--- src/rtl/sifh_pkg.sv ---
// -----------------------------------------------------------------------------
// sifh_pkg
// Shared definitions for the SiFH peak finder: default sizes, the result
// record carried through the output buffer, the per-pixel peak tracker and
// the controller state encoding.
// -----------------------------------------------------------------------------
package sifh_pkg;

  localparam int NB       = 6;        // bin index width
  localparam int BIN_NUM  = 2 ** NB;  // bins per pixel histogram
  localparam int CNT_W    = 8;        // bin count width
  localparam int PIX_NUM  = 16;       // pixels per frame
  localparam int PIX_W    = 8;        // pixel index width
  localparam int MIN_PEAK = 4;        // minimum peak count for a valid target

  // One result per pixel; field order fixes the packed layout in the FIFO.
  typedef struct packed {
    logic [PIX_W-1:0] pixel;
    logic [NB-1:0]    bin;
    logic [CNT_W-1:0] peak;
    logic [CNT_W-1:0] left;
    logic [CNT_W-1:0] right;
    logic             hit;
  } res_rec_t;

  localparam int REC_W = $bits(res_rec_t);

  // Running peak search state for the pixel currently streaming in.
  typedef struct packed {
    logic [CNT_W-1:0] max;
    logic [NB-1:0]    max_idx;
    logic [CNT_W-1:0] left;
    logic [CNT_W-1:0] right;
    logic [CNT_W-1:0] prev;
    logic             need_right;
  } tracker_t;

  typedef enum logic [1:0] {
    ST_IDLE,
    ST_SCAN,
    ST_STALL,
    ST_DONE
  } state_t;

  function automatic logic is_hit(input logic [CNT_W-1:0] peak);
    return peak >= CNT_W'(MIN_PEAK);
  endfunction

endpackage

--- src/rtl/sifh_res_fifo.sv ---
// -----------------------------------------------------------------------------
// sifh_res_fifo
// Two-entry synchronous FIFO for result records. A push is taken when the
// FIFO is not full, or when it is full but the head is popped in the same
// cycle. The head entry is presented combinationally on dout.
//
// Ports:
//   clk    system clock
//   res    synchronous active-high reset (clears pointers and storage)
//   push   write din this cycle
//   pop    remove the head entry this cycle (ignored when empty)
//   din    record to write
//   dout   head record
//   full   two entries held
//   empty  no entries held
// -----------------------------------------------------------------------------
module sifh_res_fifo
  import sifh_pkg::*;
(
  input  logic             clk,
  input  logic             res,
  input  logic             push,
  input  logic             pop,
  input  logic [REC_W-1:0] din,
  output logic [REC_W-1:0] dout,
  output logic             full,
  output logic             empty
);

  logic [REC_W-1:0] mem [2];
  logic             wr_ptr;
  logic             rd_ptr;
  logic [1:0]       count;
  logic             do_push;
  logic             do_pop;

  assign full    = (count == 2'd2);
  assign empty   = (count == 2'd0);
  assign do_pop  = pop && !empty;
  // When full, a same-cycle pop frees the slot the write pointer aims at.
  assign do_push = push && (!full || do_pop);
  assign dout    = mem[rd_ptr];

  // NOTE: state registers use non-blocking assignments so every flop samples
  // the pre-edge values regardless of statement order.
  always_ff @(posedge clk) begin
    if (res) begin
      // NOTE: the storage itself is cleared, not just the pointers, because
      // the head drives the block outputs and those must read zero after reset.
      mem[0] <= '0;
      mem[1] <= '0;
      wr_ptr <= 1'b0;
      rd_ptr <= 1'b0;
      count  <= 2'd0;
    end else begin
      if (do_push) begin
        mem[wr_ptr] <= din;
        wr_ptr      <= ~wr_ptr;
      end
      if (do_pop) begin
        rd_ptr <= ~rd_ptr;
      end
      case ({do_push, do_pop})
        2'b10:   count <= count + 2'd1;
        2'b01:   count <= count - 2'd1;
        default: count <= count;
      endcase
    end
  end

endmodule

--- src/rtl/sifh_peak_finder.sv ---
// -----------------------------------------------------------------------------
// sifh_peak_finder
// Scans each pixel's histogram as it streams out of histogram RAM (bins in
// order 0..BIN_NUM-1), finds the first bin holding the maximum count and
// captures both neighbouring counts for sub-bin interpolation. One record per
// pixel goes into a 2-entry output buffer drained with valid/ready.
//
// Ports:
//   clk         system clock
//   res         synchronous active-high reset
//   start       begin a frame (accepted in IDLE only)
//   bin_valid   bin_count valid
//   bin_ready   block accepts a bin this cycle
//   bin_count   count of the current bin
//   res_valid   head record valid
//   res_ready   consumer takes the head record
//   res_pixel   pixel index of the head record
//   res_bin     peak bin index
//   res_peak    peak count
//   res_left    count of bin res_bin-1 (0 at bin 0)
//   res_right   count of bin res_bin+1 (0 at the last bin)
//   res_hit     res_peak >= MIN_PEAK
//   busy        frame in progress
//   frame_done  one-cycle pulse after the frame's last record is pushed
// -----------------------------------------------------------------------------
module sifh_peak_finder
  import sifh_pkg::*;
(
  input  logic             clk,
  input  logic             res,
  input  logic             start,
  input  logic             bin_valid,
  output logic             bin_ready,
  input  logic [CNT_W-1:0] bin_count,
  output logic             res_valid,
  input  logic             res_ready,
  output logic [PIX_W-1:0] res_pixel,
  output logic [NB-1:0]    res_bin,
  output logic [CNT_W-1:0] res_peak,
  output logic [CNT_W-1:0] res_left,
  output logic [CNT_W-1:0] res_right,
  output logic             res_hit,
  output logic             busy,
  output logic             frame_done
);

  state_t           state;
  state_t           state_nxt;
  logic [NB-1:0]    bin_idx;
  logic [PIX_W-1:0] pix_idx;
  tracker_t         trk;
  tracker_t         trk_upd;
  tracker_t         rec_src;
  res_rec_t         rec;
  res_rec_t         head;
  logic [REC_W-1:0] rec_in;
  logic [REC_W-1:0] rec_out;
  logic             xfer;
  logic             last_bin;
  logic             last_pix;
  logic             push;
  logic             pop;
  logic             fifo_full;
  logic             fifo_empty;

  assign xfer     = bin_valid && bin_ready;
  assign last_bin = (bin_idx == NB'(BIN_NUM - 1));
  assign last_pix = (pix_idx == PIX_W'(PIX_NUM - 1));
  assign pop      = res_valid && res_ready;

  // Tracker as it would stand after absorbing the current bin. The last bin's
  // record is built from this so its own update is included without a delay.
  always_comb begin
    trk_upd = trk;
    if (bin_idx == '0) begin
      trk_upd.max        = bin_count;
      trk_upd.max_idx    = '0;
      trk_upd.left       = '0;
      trk_upd.right      = '0;
      trk_upd.need_right = 1'b1;
    end else if (bin_count > trk.max) begin
      // Strictly greater: the first occurrence of the maximum is kept.
      trk_upd.max        = bin_count;
      trk_upd.max_idx    = bin_idx;
      trk_upd.left       = trk.prev;
      trk_upd.right      = '0;
      trk_upd.need_right = 1'b1;
    end else if (trk.need_right) begin
      trk_upd.right      = bin_count;
      trk_upd.need_right = 1'b0;
    end
    trk_upd.prev = bin_count;
  end

  always_ff @(posedge clk) begin
    if (res) begin
      state <= ST_IDLE;
    end else begin
      state <= state_nxt;
    end
  end

  // NOTE: every signal driven here gets a default before the case statement,
  // so no path leaves a value unassigned and no latch is inferred.
  always_comb begin
    state_nxt  = state;
    bin_ready  = 1'b0;
    busy       = (state != ST_IDLE);
    frame_done = 1'b0;
    push       = 1'b0;
    rec_src    = trk;
    case (state)
      ST_IDLE: begin
        if (start) state_nxt = ST_SCAN;
      end
      ST_SCAN: begin
        bin_ready = 1'b1;
        rec_src   = trk_upd;
        if (xfer && last_bin) begin
          if (!fifo_full) begin
            push      = 1'b1;
            state_nxt = last_pix ? ST_DONE : ST_SCAN;
          end else begin
            state_nxt = ST_STALL;
          end
        end
      end
      ST_STALL: begin
        // The held tracker already includes the last bin.
        if (!fifo_full || pop) begin
          push      = 1'b1;
          state_nxt = last_pix ? ST_DONE : ST_SCAN;
        end
      end
      ST_DONE: begin
        frame_done = 1'b1;
        state_nxt  = ST_IDLE;
      end
      default: state_nxt = ST_IDLE;
    endcase
  end

  always_ff @(posedge clk) begin
    if (res) begin
      bin_idx <= '0;
      pix_idx <= '0;
      trk     <= '0;
    end else if (state == ST_IDLE) begin
      if (start) begin
        bin_idx <= '0;
        pix_idx <= '0;
        trk     <= '0;
      end
    end else begin
      if (xfer) begin
        trk     <= trk_upd;
        bin_idx <= bin_idx + NB'(1);  // wraps to 0 after the last bin
      end
      // A push retires the pixel; the cleared tracker overrides any update.
      if (push) begin
        pix_idx <= pix_idx + PIX_W'(1);
        trk     <= '0;
      end
    end
  end

  always_comb begin
    rec.pixel = pix_idx;
    rec.bin   = rec_src.max_idx;
    rec.peak  = rec_src.max;
    rec.left  = rec_src.left;
    rec.right = rec_src.right;
    rec.hit   = is_hit(rec_src.max);
  end

  assign rec_in = rec;

  sifh_res_fifo u_res_fifo (
    .clk   (clk),
    .res   (res),
    .push  (push),
    .pop   (pop),
    .din   (rec_in),
    .dout  (rec_out),
    .full  (fifo_full),
    .empty (fifo_empty)
  );

  assign head      = res_rec_t'(rec_out);
  assign res_valid = !fifo_empty;
  assign res_pixel = head.pixel;
  assign res_bin   = head.bin;
  assign res_peak  = head.peak;
  assign res_left  = head.left;
  assign res_right = head.right;
  assign res_hit   = head.hit;

endmodule

--- config.mk ---
export PLATFORM = sky130hd
export DESIGN_NAME = sifh_peak_finder
export DESIGN_NICKNAME = d
export VERILOG_FILES = /design/src/rtl/sifh_pkg.sv /design/src/rtl/sifh_res_fifo.sv /design/src/rtl/sifh_peak_finder.sv
export SDC_FILE = /design/constraint.sdc
export NUM_CORES = 1
export LEC_CHECK = 0
export ABC_AREA = 1
export CELL_PAD_IN_SITES_DETAIL_PLACEMENT = 0
export CELL_PAD_IN_SITES_GLOBAL_PLACEMENT = 2
export CORE_MARGIN = 5
export CORE_UTILIZATION = 30
export CTS_BUF_LIST = sky130_fd_sc_hd__clkbuf_4 sky130_fd_sc_hd__clkbuf_8
export DETAILED_ROUTE_END_ITERATION = 6
export GPL_TIMING_DRIVEN = 0
export PLACE_DENSITY = 0.66
export SLEW_MARGIN = 10
export SYNTH_ARGS = -nofsm -noshare
export SYNTH_HDL_FRONTEND = slang
export SYNTH_HIERARCHICAL = 1
export SYNTH_SLANG_ARGS = --single-unit
--- constraint.sdc ---
create_clock -name clk -period 9.6 [get_ports clk]
set_input_delay 2.88 -clock clk [delete_from_list [all_inputs] [get_ports clk]]
set_output_delay 2.88 -clock clk [all_outputs]
set_load 0.01 [all_outputs]
* Yosys cells after proc, flatten, opt, wreduce, memory -nomap -nowiden *
Memories as Yosys holds them, arrays and structs flattened. A register that Yosys moved wholly into a read port is not among the register bits.
Cells that the tools add are included.

word-level totals
  word-level logic and storage cells = 94
  output and inout port bits = 43
  bits of input ports = 13
  bits in writable memories = 78
  memories = 1
  flip-flop bits (word level) = 59

cells by class
  bitwise gates (word level) = 2
  muxes and demuxes = 40
  equality and inequality tests = 11
  reduce and logical (&&, ||, !) cells = 22
  order comparisons = 2
  add/sub/neg operators = 4

memory list
  memory          words  bits a word  read ports  clocked after memory_dff  wr ports  line                 RTL
  u_res_fifo.mem  2      39           1           1                         2         sifh_res_fifo.sv:30  logic [REC_W-1:0] mem [2];

operators with widths
  operator                                                            count
  two-way mux 39 bit                                                  6
  two-way mux 8 bit                                                   5
  OR reduction 39 bit                                                 1
  two-way mux 30 bit                                                  1
  two-way mux 22 bit                                                  1
  two-way mux 6 bit                                                   3
  two-way mux 1 bit                                                   16
  two-way mux 2 bit                                                   5
  adder 8 x 1 -> 8 bit (second input constant)                        1
  equality test 2 bit (second input constant)                         4
  equality test 8 x 4 -> 1 bit (second input constant)                1
  greater-or-equal comparator 8 x 3 -> 1 bit (second input constant)  1
  > comparator 8 bit                                                  1
  one-hot mux 2 bit (4 select lines)                                  1
  nonzero test 2 bit                                                  4
  adder 6 x 1 -> 6 bit (second input constant)                        1
  equality test 6 bit (second input constant)                         1
  zero test 6 bit                                                     1
  != test 2 bit (second input constant)                               3
  AND reduction 2 bit                                                 3
  logical AND 1 bit                                                   5
  equality test 2 x 1 -> 1 bit (second input constant)                2
  zero test 2 bit                                                     2
  one-hot mux 2 bit (2 select lines)                                  1
  8 further kinds                                                     11

* Logic depth before layout (Yosys ltp) *
Gate-level depths: netlist of the first run.

  depth after elaboration = 12
  mapped depth = 19
  gate-level depth less buffers = 18

* Hierarchy *
The synthesis of the first run kept the hierarchy.

modules (own cells, without submodules)
  module            area each (um^2)  cells each  sequential area each (um^2)  times used
  sifh_res_fifo     3737.3            286         2442.3                       1
  sifh_peak_finder  3367.0            544         1101.1                       1

* Least setup slack after synthesis of the first run *
No wires, ideal clock.

  kind = input port to flip-flop
  start = input res_ready
  end = memory u_res_fifo/mem[0][0] in the netlist's numbering, enable pin
  path buffers = 1
  stages = 9
  setup slack = 4.530 ns
  data required time = 9.203 ns
  arrival time = 4.673 ns
  setup time = 0.397 ns
  path through = inv_1 nor2_1 nor2_1 o22ai_2 nand2_1 inv_1 nand4_4 buf_6 nand2_1

RTL lines
  element          line                    RTL
  start, declared  sifh_peak_finder.sv:36  input logic res_ready,
  end, declared    sifh_res_fifo.sv:30

==> results.json, run 1 <==
{
  "status": "completed",
  "yosys-top-cells-count": "nand2_1, nor2_1, inv_1",
  "synth_cells": 830,
  "post_cts_buffers": 0,
  "ant_nets": 0,
  "power_density_nw_per_um2": 147.3,
  "synth_area_leader_cell": "edfxtp_1",
  "drt-initial-drc-count": 378,
  "ys_ff_latch": 138,
  "firstDrtPassIters": 5,
  "rows": 56,
  "synth_fp_nets": 859,
  "tightest_slew_ns": 0.6661,
  "finalMaxSlewViolations": 0,
  "hold_class": "reg -> reg",
  "path_class": "in -> reg",
  "synthTopCellsByArea": "edfxtp_1, dfxtp_1, nand2_1",
  "ys.flop_type": "edfxtp_1",
  "die_w_um": 163.9,
  "synth_cell_types": 32,
  "drive_above_1_share": 0.1632,
  "ys_warn_count": 6,
  "ios": 56,
  "gr-total-overflow": 0,
  "irDropWorstVdd_uv": 60.49,
  "fillers": 2484,
  "finClkSkew_ns": 0.01466,
  "setup_tns_ns": 0,
  "cts_tree": "done",
  "path_max_fanout": 10,
  "syn_to_final_growth_pct": 19.21,
  "yosysMostFrequentCell": "nand2_1",
  "final.min_clock_period_ns": 5.250,
  "root_buffer": "clkbuf_8",
  "syn_area_um2": 7104,
  "grt_pass1_wl_um": 30510,
  "postCtsHoldBufs": 0,
  "dpl.hpwl_um": 14480,
  "max_cap_violations": 0,
  "syn_area_per_cell_um2": 8.559,
  "arrival_ns": 5.55,
  "portBuffers": 55,
  "power_mw": 1.247,
  "async_flop_share": 0,
  "synth-edff-count": 78,
  "antenna_found_initial": 0,
  "cts_num_sinks": 138,
  "vias": 5580,
  "critPathRequiredTime_ns": 9.90,
  "clk_pin_slew_ns": 0.09,
  "startpoint_type": "input pin",
  "clock_latency_ns": 0.44,
  "setup-violations-final": 0,
  "wl_per_cell_um": 15.47,
  "die_y_um": 163.9,
  "clock.fmax_ghz": 0.1905,
  "hold_violations": 0,
  "cts-resized-gates": 0,
  "gp_congestion": 0.7769,
  "routed_wl_um": 19150,
  "grt_max_degree": 33,
  "design.core.area_um2": 23400,
  "dieArea_um2": 26860,
  "diodes": 0,
  "clock_path_buffers": 2,
  "cts_buffers": 17,
  "end_kind": "flip-flop",
  "final_nets": 935,
  "start_util": 0.3036,
  "relSlewSlack": 0.5543,
  "h-tree-depth": 4,
  "grt_pass1_vias": 5378,
  "synth_seq_area_share": 0.4988,
  "post_drt_via_cell_ratio": 4.507,
  "rsz0062_at_grt": "false",
  "p_leak_nw": 3.024,
  "drc_errors": 0,
  "yosysTopAreaCellShare": 0.3297,
  "finalCritPeriodShare": 0.5469,
  "grtUsageTotal": 0.1469
}
-- layer usage --
metal	vias to the layer above	GRT usage	part of all wire
li1	2841	-	-
met4	0	0.04194	0.014
met2	111	0.2163	0.43
met1	2614	0.2210	0.52
met3	14	0.02484	0.035
met5	-	0	0
-- critical path, cell delays in order --
cell and delay [ns]:
clkdlybuf4s50_1 0.50, ha_1 0.34, nand2_1 0.07, nor2_1 0.15, nand2_1 0.07, nand2_1 0.05, nand2_1 0.14, nand2_1 0.14
clkbuf_1 0.37, o21ai_0 0.12, o21ai_0 0.41, inv_1 0.14, nor2_1 0.14
-- power by group --
group	switching, mW	leakage (nW)	total (mW)	internal [mW]
logic	0.107	1.57	0.158	0.0507
registers	0.00588	1.28	0.643	0.638
clock network	0.258	0.174	0.446	0.188
total	0.371	3.02	1.25	0.876
-- sequential cells by signal (all words and copies together), names as in the netlist, named ones only --
name and flops:
pix_idx 8, u_res_fifo/mem 78, state 2, u_res_fifo/wr_ptr 1, u_res_fifo/rd_ptr 1, bin_idx 6, u_res_fifo/count 2, trk 39
-- layout by cell type (no fill, tap or decap), types with 2 or more instances in the layout --
cell	instances
nand3_2	3
inv_6	6
nor2_2	44
clkdlybuf4s50_1	55
nand2_2	2
mux2_2	39
edfxtp_1	78
nand4_4	2
a211oi_1	2
buf_2	10
o21ai_0	35
inv_2	2
nand4_1	4
nand2_1	187
xor2_1	2
a221oi_1	2
buf_6	11
clkinvlp_4	4
nor2_1	113
inv_1	98
clkinv_1	2
o211ai_1	2
nand3_1	37
buf_1	2
clkbuf_1	15
ha_1	16
dfxtp_1	60
a22oi_1	9
a21oi_1	47
clkbuf_8	17
inv_8	3
-- cell type report --
class	count	area, µm²	area share
inverter	101	379.1	0.04476
sequential	138	3543	0.4184
tap	319	399.1	0.04713
timing repair buffer	57	598.1	0.07062
clock buffer	17	234.0	0.02763
clock inverter	15	128.9	0.01522
buffer	39	245.2	0.02896
multi-input combinational	552	2942	0.3473
-- final timing paths --
kind	startpoint	end	slack [ns]	cells past startpoint
worst max-delay path	bin_count[7]	u_res_fifo/mem[1][17]$_SDFFCE_PN0P_	4.35	13
worst max register to register	state[1]$_SDFFE_PP0P_	u_res_fifo/mem[0][3]$_SDFFCE_PN0P_	6.67	12
worst min register to register	trk[8]$_SDFFE_PP0P_	trk[8]$_SDFFE_PP0P_	0.47	2
worst min-delay path	trk[8]$_SDFFE_PP0P_	trk[8]$_SDFFE_PP0P_	0.47	2
-- stage by stage --
stage	utilization	hold slack, ns	std cells	setup slack (ns)	cell area (µm²)
after floorplan	-	0.4403	830	4.530	7104
after global placement	0.3442	0.4557	1204	3.121	8054
after detailed placement	0.3464	0.4626	1206	3.902	8107
after CTS	0.3619	0.4755	1238	4.379	8469
after global routing	0.3619	0.4898	1238	4.068	8469
final	0.3619	0.4723	1238	4.350	8469
-- kinds of logic after synthesis --
group | Yosys count | synth area share
and+or+nand+nor | 395 | 0.2429
muxes | 39 | 0.06182
xor gates and xnor gates | 2 | 0.002466
DFF | 138 | 0.4988
adders and majority gates | 16 | 0.02818
buffers and inverters | 140 | 0.08788
AOI/OAI and AO/OA | 100 | 0.07802
No activity file was read; power rests on OpenSTA's default activity.
==> run 2: changes to the inputs <==
Settings changed: PLACE_DENSITY 0.66 to 0.68.
Clock period 9.6 ns to 4.55 ns, I/O delays scaled along.
==> results.json, run 2 (synthesis results as in run 1) <==
{
  "relSlewSlack": 0.4278,
  "dpl_worst_slack_ns": 0.2868,
  "dieArea_um2": 26860,
  "cts_tree": "done",
  "power_frac_comb": 0.120,
  "vias": 5379,
  "end_kind": "flip-flop",
  "routed_wl_um": 18930,
  "cp_slowest_cell": "o21ai_0",
  "grtUsageTotal": 0.1486,
  "worst_path_dominant_cell_family": "buffers and inverters",
  "firstDrtPassIters": 4,
  "finClkSkew_ns": 0.01255,
  "setup-violations-final": 0,
  "final.min_clock_period_ns": 3.861,
  "power_mw": 2.796,
  "reg.largest.list": "u_res_fifo/mem: 78 flops, trk: 39 flops, pix_idx: 8 flops",
  "clkPwrFrac": 0.395,
  "dp.cells": 1206,
  "wl_per_cell_um": 15.30,
  "root_buffer": "clkbuf_8",
  "cp_slowest_stage_delay_ns": 0.51,
  "diodes": 0,
  "cp_cell_sequence": "clkdlybuf4s50_1, ha_1, nand2_1, nor2_1, nand2_1, nand2_1, nand2_1, nand2_1, clkbuf_1, o21ai_0, o21ai_0, inv_1, nor2_1",
  "clk_pin_slew_ns": 0.08,
  "drt-initial-drc-count": 281,
  "hold_class": "reg -> reg",
  "post_cts_buffers": 0,
  "tightest_slew_ns": 0.8552,
  "cts_buffers": 17,
  "grt_pass1_wl_um": 30510,
  "largest_reg_flops": 78,
  "portBuffers": 55,
  "grt_pass1_vias": 5438,
  "rows": 56,
  "rsz0062_at_grt": "false",
  "die_y_um": 163.9,
  "syn_to_final_growth_pct": 20.25,
  "power.share.sequential": 0.485,
  "finalMaxSlewViolations": 0,
  "grt_max_degree": 22,
  "post_drt_via_cell_ratio": 4.348,
  "cts-resized-gates": 0,
  "clock_path_buffers": 2,
  "layout_common_cells": "nand2_1, nor2_1, inv_1",
  "die_w_um": 163.9,
  "power_switching_mw": 0.7454,
  "cpMostUsedCell": "nand2_1",
  "hold_violations": 0,
  "layout_commonest_cell": "nand2_1",
  "irDropWorstVdd_uv": 195.0,
  "hold_ws_ns": 0.4664,
  "path_max_fanout": 10,
  "drc_errors": 0,
  "ios": 56,
  "clock_latency_ns": 0.45,
  "h-tree-depth": 4,
  "arrival_ns": 4.17,
  "postCtsHoldBufs": 0,
  "fin_ws_ns": 0.6893,
  "critPathRequiredTime_ns": 4.86,
  "startpoint_type": "input pin",
  "finalCritPeriodShare": 0.8485,
  "p_leak_nw": 3.060,
  "gr-total-overflow": 0,
  "clock.fmax_ghz": 0.2590,
  "cts_num_sinks": 138,
  "swShare": 0.2666,
  "drive_above_1_share": 0.1623,
  "max_cap_violations": 0,
  "final_cell_area_um2": 8543,
  "place_area_um2": 8114,
  "start_util": 0.3036,
  "stdcell_count": 1237,
  "power_density_nw_per_um2": 327.3,
  "final_nets": 935,
  "largest-register": "u_res_fifo/mem",
  "gp_congestion": 0.7830,
  "antenna_found_initial": 0,
  "crit_buf_inv": 3,
  "status": "completed",
  "design.core.area_um2": 23400,
  "path_class": "in -> reg",
  "intPower_mw": 2.051,
  "ant_nets": 0,
  "dpl.hpwl_um": 14120
}
run 2: per-stage QoR:
stage               TNS (ns)    util
floorplan                  0       -
global placement      -19.04  0.3442
detailed placement         0  0.3467
CTS                        0  0.3651
global route               0  0.3651
finish                     0  0.3651
run 2: area by class of cell:
class	instances	area (µm²)
fill	2511	14860
sequential	138	3543
multi-input combinational	552	2942
timing repair buffer	57	605.6
tap	319	399.1
inverter	101	379.1
buffer	39	245.2
clock buffer	17	234.0
clock inverter	14	195.2
run 2: power by group through the flow:
stage / registers (mW) / logic, mW / clock network [mW]
after floorplan: 1.38 / 0.195 / 0
after global placement: 1.39 / 0.339 / 0
after detailed placement: 1.39 / 0.341 / 0
after CTS: 1.36 / 0.343 / 1.14
after global routing: 1.36 / 0.375 / 1.19
final: 1.36 / 0.335 / 1.10
run 2: final timing paths:
check	depth (start not counted)	to	startpoint	slack [ns]
setup / recovery	13	u_res_fifo/mem[1][17]$_SDFFCE_PN0P_	bin_count[7]	0.69
hold / removal	2	trk[8]$_SDFFE_PP0P_	trk[8]$_SDFFE_PP0P_	0.47
hold reg to reg	2	trk[8]$_SDFFE_PP0P_	trk[8]$_SDFFE_PP0P_	0.47
setup reg to reg	12	u_res_fifo/mem[0][6]$_SDFFCE_PN0P_	state[1]$_SDFFE_PP0P_	1.64
run 2: metal layers:
metal / part of all wire / vias up / global-route usage
met2: 0.43 / 70 / 0.2270
met3: 0.029 / 12 / 0.02434
met4: 0.011 / 0 / 0.04156
met1: 0.53 / 2463 / 0.2177
li1: - / 2834 / -
met5: 0 / - / 0
run 2: worst reg2reg max path, stage by stage, from the launching register on:
cell and delay, ns:
dfxtp_1 0.35, inv_1 0.10, ha_1 0.30, nand2_1 0.11
inv_1 0.08, nand3_2 0.09, o22ai_2 0.16, nand2_1 0.07
inv_1 0.22, nand4_4 0.21, buf_6 0.22, nand2_2 0.44
buf_16 0.24
==> variant 1: new RTL, settings of run 2 <==
`PIX_W`: 8 -> 6.
--- a/src/rtl/sifh_pkg.sv
+++ b/src/rtl/sifh_pkg.sv
@@ -12,3 +12,3 @@
   localparam int PIX_NUM  = 16;       // pixels per frame
-  localparam int PIX_W    = 8;        // pixel index width
+  localparam int PIX_W    = 6;        // pixel index width
   localparam int MIN_PEAK = 4;        // minimum peak count for a valid target
Interface: changed (resized res_pixel); port bits go from 56 to 54. The function was not compared with the original's and may differ.
==> variant 1 against run 2 <==
  * Clock power decreased by 14%
  * Non-clock buffer count is 2 lower
  * Global-route usage decreased by 0.49 points
  * Sequential share of layout area increased by 0.16 points
  * Wire length fell by 4.2%
  * First-iteration DRC count is 9.3% higher
  * Critical endpoint is now u_res_fifo/mem[0][17]$_SDFFCE_PN0P_
  * Design area fell by 4.9%
  * Register-to-register slack better by 0.07 ns
  * Combinational power is 8.4% lower
  * Setup slack better by 0.034 ns
  * Total power is 9.0% lower
  * Area after synthesis shrank 3.9%
  * Sequential cell count down 6
  * Largest power group unchanged
  * Critical path depth unchanged
==> variant 1: results (changes against run 2) <==
STA:
- The hold slack is 0.459 ns (-0.00725 ns).
- The minimum clock period after layout is 3.83 ns (-0.0336 ns).
- The final worst clock skew is 0.0169 ns (+0.00433 ns).
- The transition time at the pin with the least slew margin was 0.748 ns (-0.107 ns).

GRT:
- The wire length of the first global-routing pass is 29200 um (-4.2%).
- The global router's overall resource usage was 14.4% (-0.49 points).
- The via count of the first global-routing pass was 5188 (-4.6%).
- The maximum number of pins on one net before global-route repair is 33 (+50%).

Routing:
- The number of design-rule violations left by the first detailed-router iteration is 307 (+9.3%).
- The via-per-instance ratio is 4.56 (+4.9%).
- The vias after detailed routing is 5342 (-0.69%).
- The number of iterations in the first detailed-routing pass is 6 (+2).
- The average wire per cell in the routed design is 15.5 um (+1.2%).

Synthesis:
- The sequential-to-total area share from yosys stat is 49.6% (-0.33 points).
- Counting instances in the post-synthesis netlist gives the leading cell types as 192 x nand2_1, 128 x nor2_1, 90 x inv_1, 74 x edfxtp_1, 58 x dfxtp_1.
- The number of enable flip-flop cells after synthesis is 74 (-5.1%).
- The number of standard cells after synthesis came to 799 (-3.7%).
- The total nets after synthesis is 828 (-3.6%).

Power and ir drop:
- The worst supply voltage drop on vdd is 0.000115 V (-41%).
- The standby leakage power is 2.96 nW (-3.2%).

Place:
- The number of input and output port buffers inserted is 53 (-3.6%).
- The final weighted congestion in routability-driven placement is 0.769 (-1.7%).
- The HPWL after detailed placement is 13400 um (-4.8%).
- The placed instance area is 7760 um^2 (-4.4%).
- The number of cells in the design after placement is 1139 (-5.6%).

Final layout:
- The number of inserted diodes is 0 (unchanged).
- In the final layout, the registers with the most flip-flops are u_res_fifo/mem: 74 flops, trk: 39 flops.
- The number of nets in the final layout is 902 (-3.5%).
- The layout cell share with drive strength beyond 1 is 14.7% (-1.6 points).

Setup path:
- The worst endpoint data arrival time is 4.14 ns (-0.03 ns).
- The path depth of the worst reg2reg path is 13 (+1).
- The biggest cell delay along the critical path came to 0.60 ns (+0.09 ns).
- The slack of the worst reg-to-reg path is 1.71 ns (+0.07 ns).

Hold path:
- In this run the most critical hold path is launched from trk[4]$_SDFFE_PP0P_.

Clocking:
- The clock latency of the later-clocked register in the worst-skew pair is 0.45 ns (about the same).

Die:
- The cell row count came to 55 (-1.8%).

Outcome:
- The flow ran to the end, and the final reports show no timing, DRC or antenna violations.
-- variant 1: power by group --
part	internal [mW]	leakage (nW)	switching (mW)
Clock	0.400	0.181	0.545
Sequential	1.28	1.22	0.0106
Combinational	0.101	1.56	0.206
-- variant 1: kinds of logic after synthesis --
kind of cell | share of synthesized area (%)
AOI/OAI and AO/OA | 8.01
xor gates and xnor gates | 0.128
adders and majority gates | 2.93
buffers and inverters | 9.03
DFF | 49.6
muxes | 6.10
and+or+nand+nor | 24.2
-- variant 1: worst paths after layout --
path / end
worst max-delay path: u_res_fifo/mem[0][17]$_SDFFCE_PN0P_
worst min-delay path: trk[4]$_SDFFE_PP0P_
worst max register to register: u_res_fifo/mem[0][3]$_SDFFCE_PN0P_
worst min register to register: trk[4]$_SDFFE_PP0P_
-- variant 1: worst min-delay path: cells and delay by family (launching register included) --
family | cells | cell delay [ns]
flip-flops | 1 | 0.32
AND/OR/NAND/NOR | 1 | 0.06
AO/OA/AOI/OAI | 1 | 0.05
-- variant 1: final cells by class --
| class | count | area, um^2 |
|---|---|---|
| timing repair buffer | 55 | 571 |
| fill | 2364 | 14400 |
| inverter | 94 | 353 |
| clock buffer | 17 | 234 |
| multi-input combinational | 534 | 2830 |
| tap | 285 | 357 |
| sequential | 132 | 3380 |
| clock inverter | 15 | 131 |
| buffer | 39 | 264 |
-- variant 1: layer usage --
metal	GRT usage [%]	wire, um	vias up
li1	-	-	2728
met1	21.6	9540	2505
met2	21.0	7810	91
met3	2.54	576	18
met4	4.30	209	0
met5	0	0	-
==> variant 2: new RTL, config.mk and constraints of run 2 <==
Made on the original files. Encoding of `state_t`: now Gray code (2 bits for 4 states).
--- a/src/rtl/sifh_pkg.sv
+++ b/src/rtl/sifh_pkg.sv
@@ -38,6 +38,6 @@
   typedef enum logic [1:0] {
-    ST_IDLE,
-    ST_SCAN,
-    ST_STALL,
-    ST_DONE
+    ST_IDLE  = 2'b00,
+    ST_SCAN  = 2'b01,
+    ST_STALL = 2'b11,
+    ST_DONE  = 2'b10
   } state_t;
Check against the original RTL: no difference found for any inputs over 4 cycles, from zero or initial values; so few cycles prove little.
==> variant 2 against run 2 <==
  * Fmax shrank 1.3%
  * Setup slack lost 0.053 ns
  * Sequential cell count is the same
  * Total power shrank 6.2%
  * Global-route usage shrank 0.34 points
  * Critical endpoint is now bin_ready
  * Design area shrank 1.7%
  * Wire length shrank 1.3%
  * Area after synthesis shrank 0.93%
==> variant 2: results (changes against run 2) <==
Outcome:
- The flow ran to the end, and the final reports show no timing, DRC or antenna violations.

Final layout:
- The number of multi-input combinational cells in the layout is 550 (-0.36%).
- The final design instance area without fill is 8400 um^2 (-1.7%).
- The number of nets in the final layout is 922 (-1.4%).
- The area taken by multi-input logic gates is 2890 um^2 (-1.7%).
- The share of the final layout cell area in sequential cells came to 42.2% (+0.73 points).
- The clock tree cell share of total cell area came to 4.32% (-0.70 points).
- The filler cell count in the final layout is 2486 (-1.0%).
- The area share of buffers outside the clock network is 10.0% (+0.071 points).

Synthesis:
- Ranked by instance count, the synthesized netlist is headed by 201 x nand2_1, 103 x nor2_1, 90 x inv_1, 78 x edfxtp_1, 60 x dfxtp_1.
- By area the synthesized netlist is led by edfxtp_1 33%, dfxtp_1 17%, nand2_1 11%.
- The synthesized-area fraction occupied by xor and xnor cells is 0.124% (-0.12 points).
- The multiplexer share of the synthesized area came to 6.24% (+0.058 points).
- The adder and majority gate portion of the synthesized area was 2.13% (-0.68 points).
- The total nets after synthesis came to 846 (-1.5%).
- The sequential-to-total area share from yosys stat is 50.3% (+0.47 points).

Power and ir drop:
- The share of power burned in registers is 52.1% (+3.6 points).
- The total design power came to 2.62 mW (-6.2%).
- The total internal power was 1.85 mW (-9.6%).

GRT:
- The global router's overall resource usage is 14.5% (-0.34 points).
- The met2 layer usage reported by global route came to 21.7% (-0.98 points).
- The maximum number of pins on one net before global-route repair is 33 (+50%).
- The wire length of the first global-routing pass is 29700 um (-2.7%).
- The via count of the first global-routing pass was 5191 (-4.5%).

Place:
- The number of cells in the design after placement is 1197 (-0.75%).
- The post-placement setup slack is 0.271 ns (-0.0162 ns).
- The placed instance area is 8030 um^2 (-1.0%).

Setup path:
- The biggest cell delay along the critical path is 0.67 ns (+0.16 ns).
- Tracing the worst setup path back leads to its startpoint at state[0]$_SDFFE_PP0P_.
- The standard cell with the maximum stage delay on the critical path is clkdlybuf4s50_1.
- The slack of the worst reg-to-reg path is 1.98 ns (+0.34 ns).
- The endpoint identified for the worst register-to-register timing path is u_res_fifo/mem[0][18]$_SDFFCE_PN0P_.

Routing:
- The number of design-rule violations left by the first detailed-router iteration is 254 (-9.6%).
- The met2 wirelength from detailed routing is 8140 um (-1.1%).
- The detailed-routed wire length on met3 is 648 um (+18%).
- The wire length on met1 is 9760 um (-1.8%).

STA:
- The headroom to the max-slew limit is 57.9% (+15 points).
- The final worst clock skew is 0.0151 ns (+0.00251 ns).
==> variant 2: worst min-delay path by stage <==
stage,start,to,slack (ns),cells after the start
6_report,trk[8]$_SDFFE_PP0P_,trk[8]$_SDFFE_PP0P_,0.48,2
5_1_grt,trk[8]$_SDFFE_PP0P_,trk[8]$_SDFFE_PP0P_,0.49,2
4_1_cts,trk[8]$_SDFFE_PP0P_,trk[8]$_SDFFE_PP0P_,0.47,2
3_5_place_dp,trk[8]$_SDFFE_PP0P_,trk[8]$_SDFFE_PP0P_,0.46,2
3_3_place_gp,trk[8]$_SDFFE_PP0P_,trk[8]$_SDFFE_PP0P_,0.45,2
2_1_floorplan,trk[8]$_SDFFE_PP0P_,trk[8]$_SDFFE_PP0P_,0.44,2
==> variant 2: metrics by stage <==
step                hold WS (ns)  utilization (%)
CTS                        0.474             36.1
detailed placement         0.461             34.5
global placement           0.451             34.3
global route               0.490             36.1
finish                     0.481             36.1
floorplan                  0.440                -
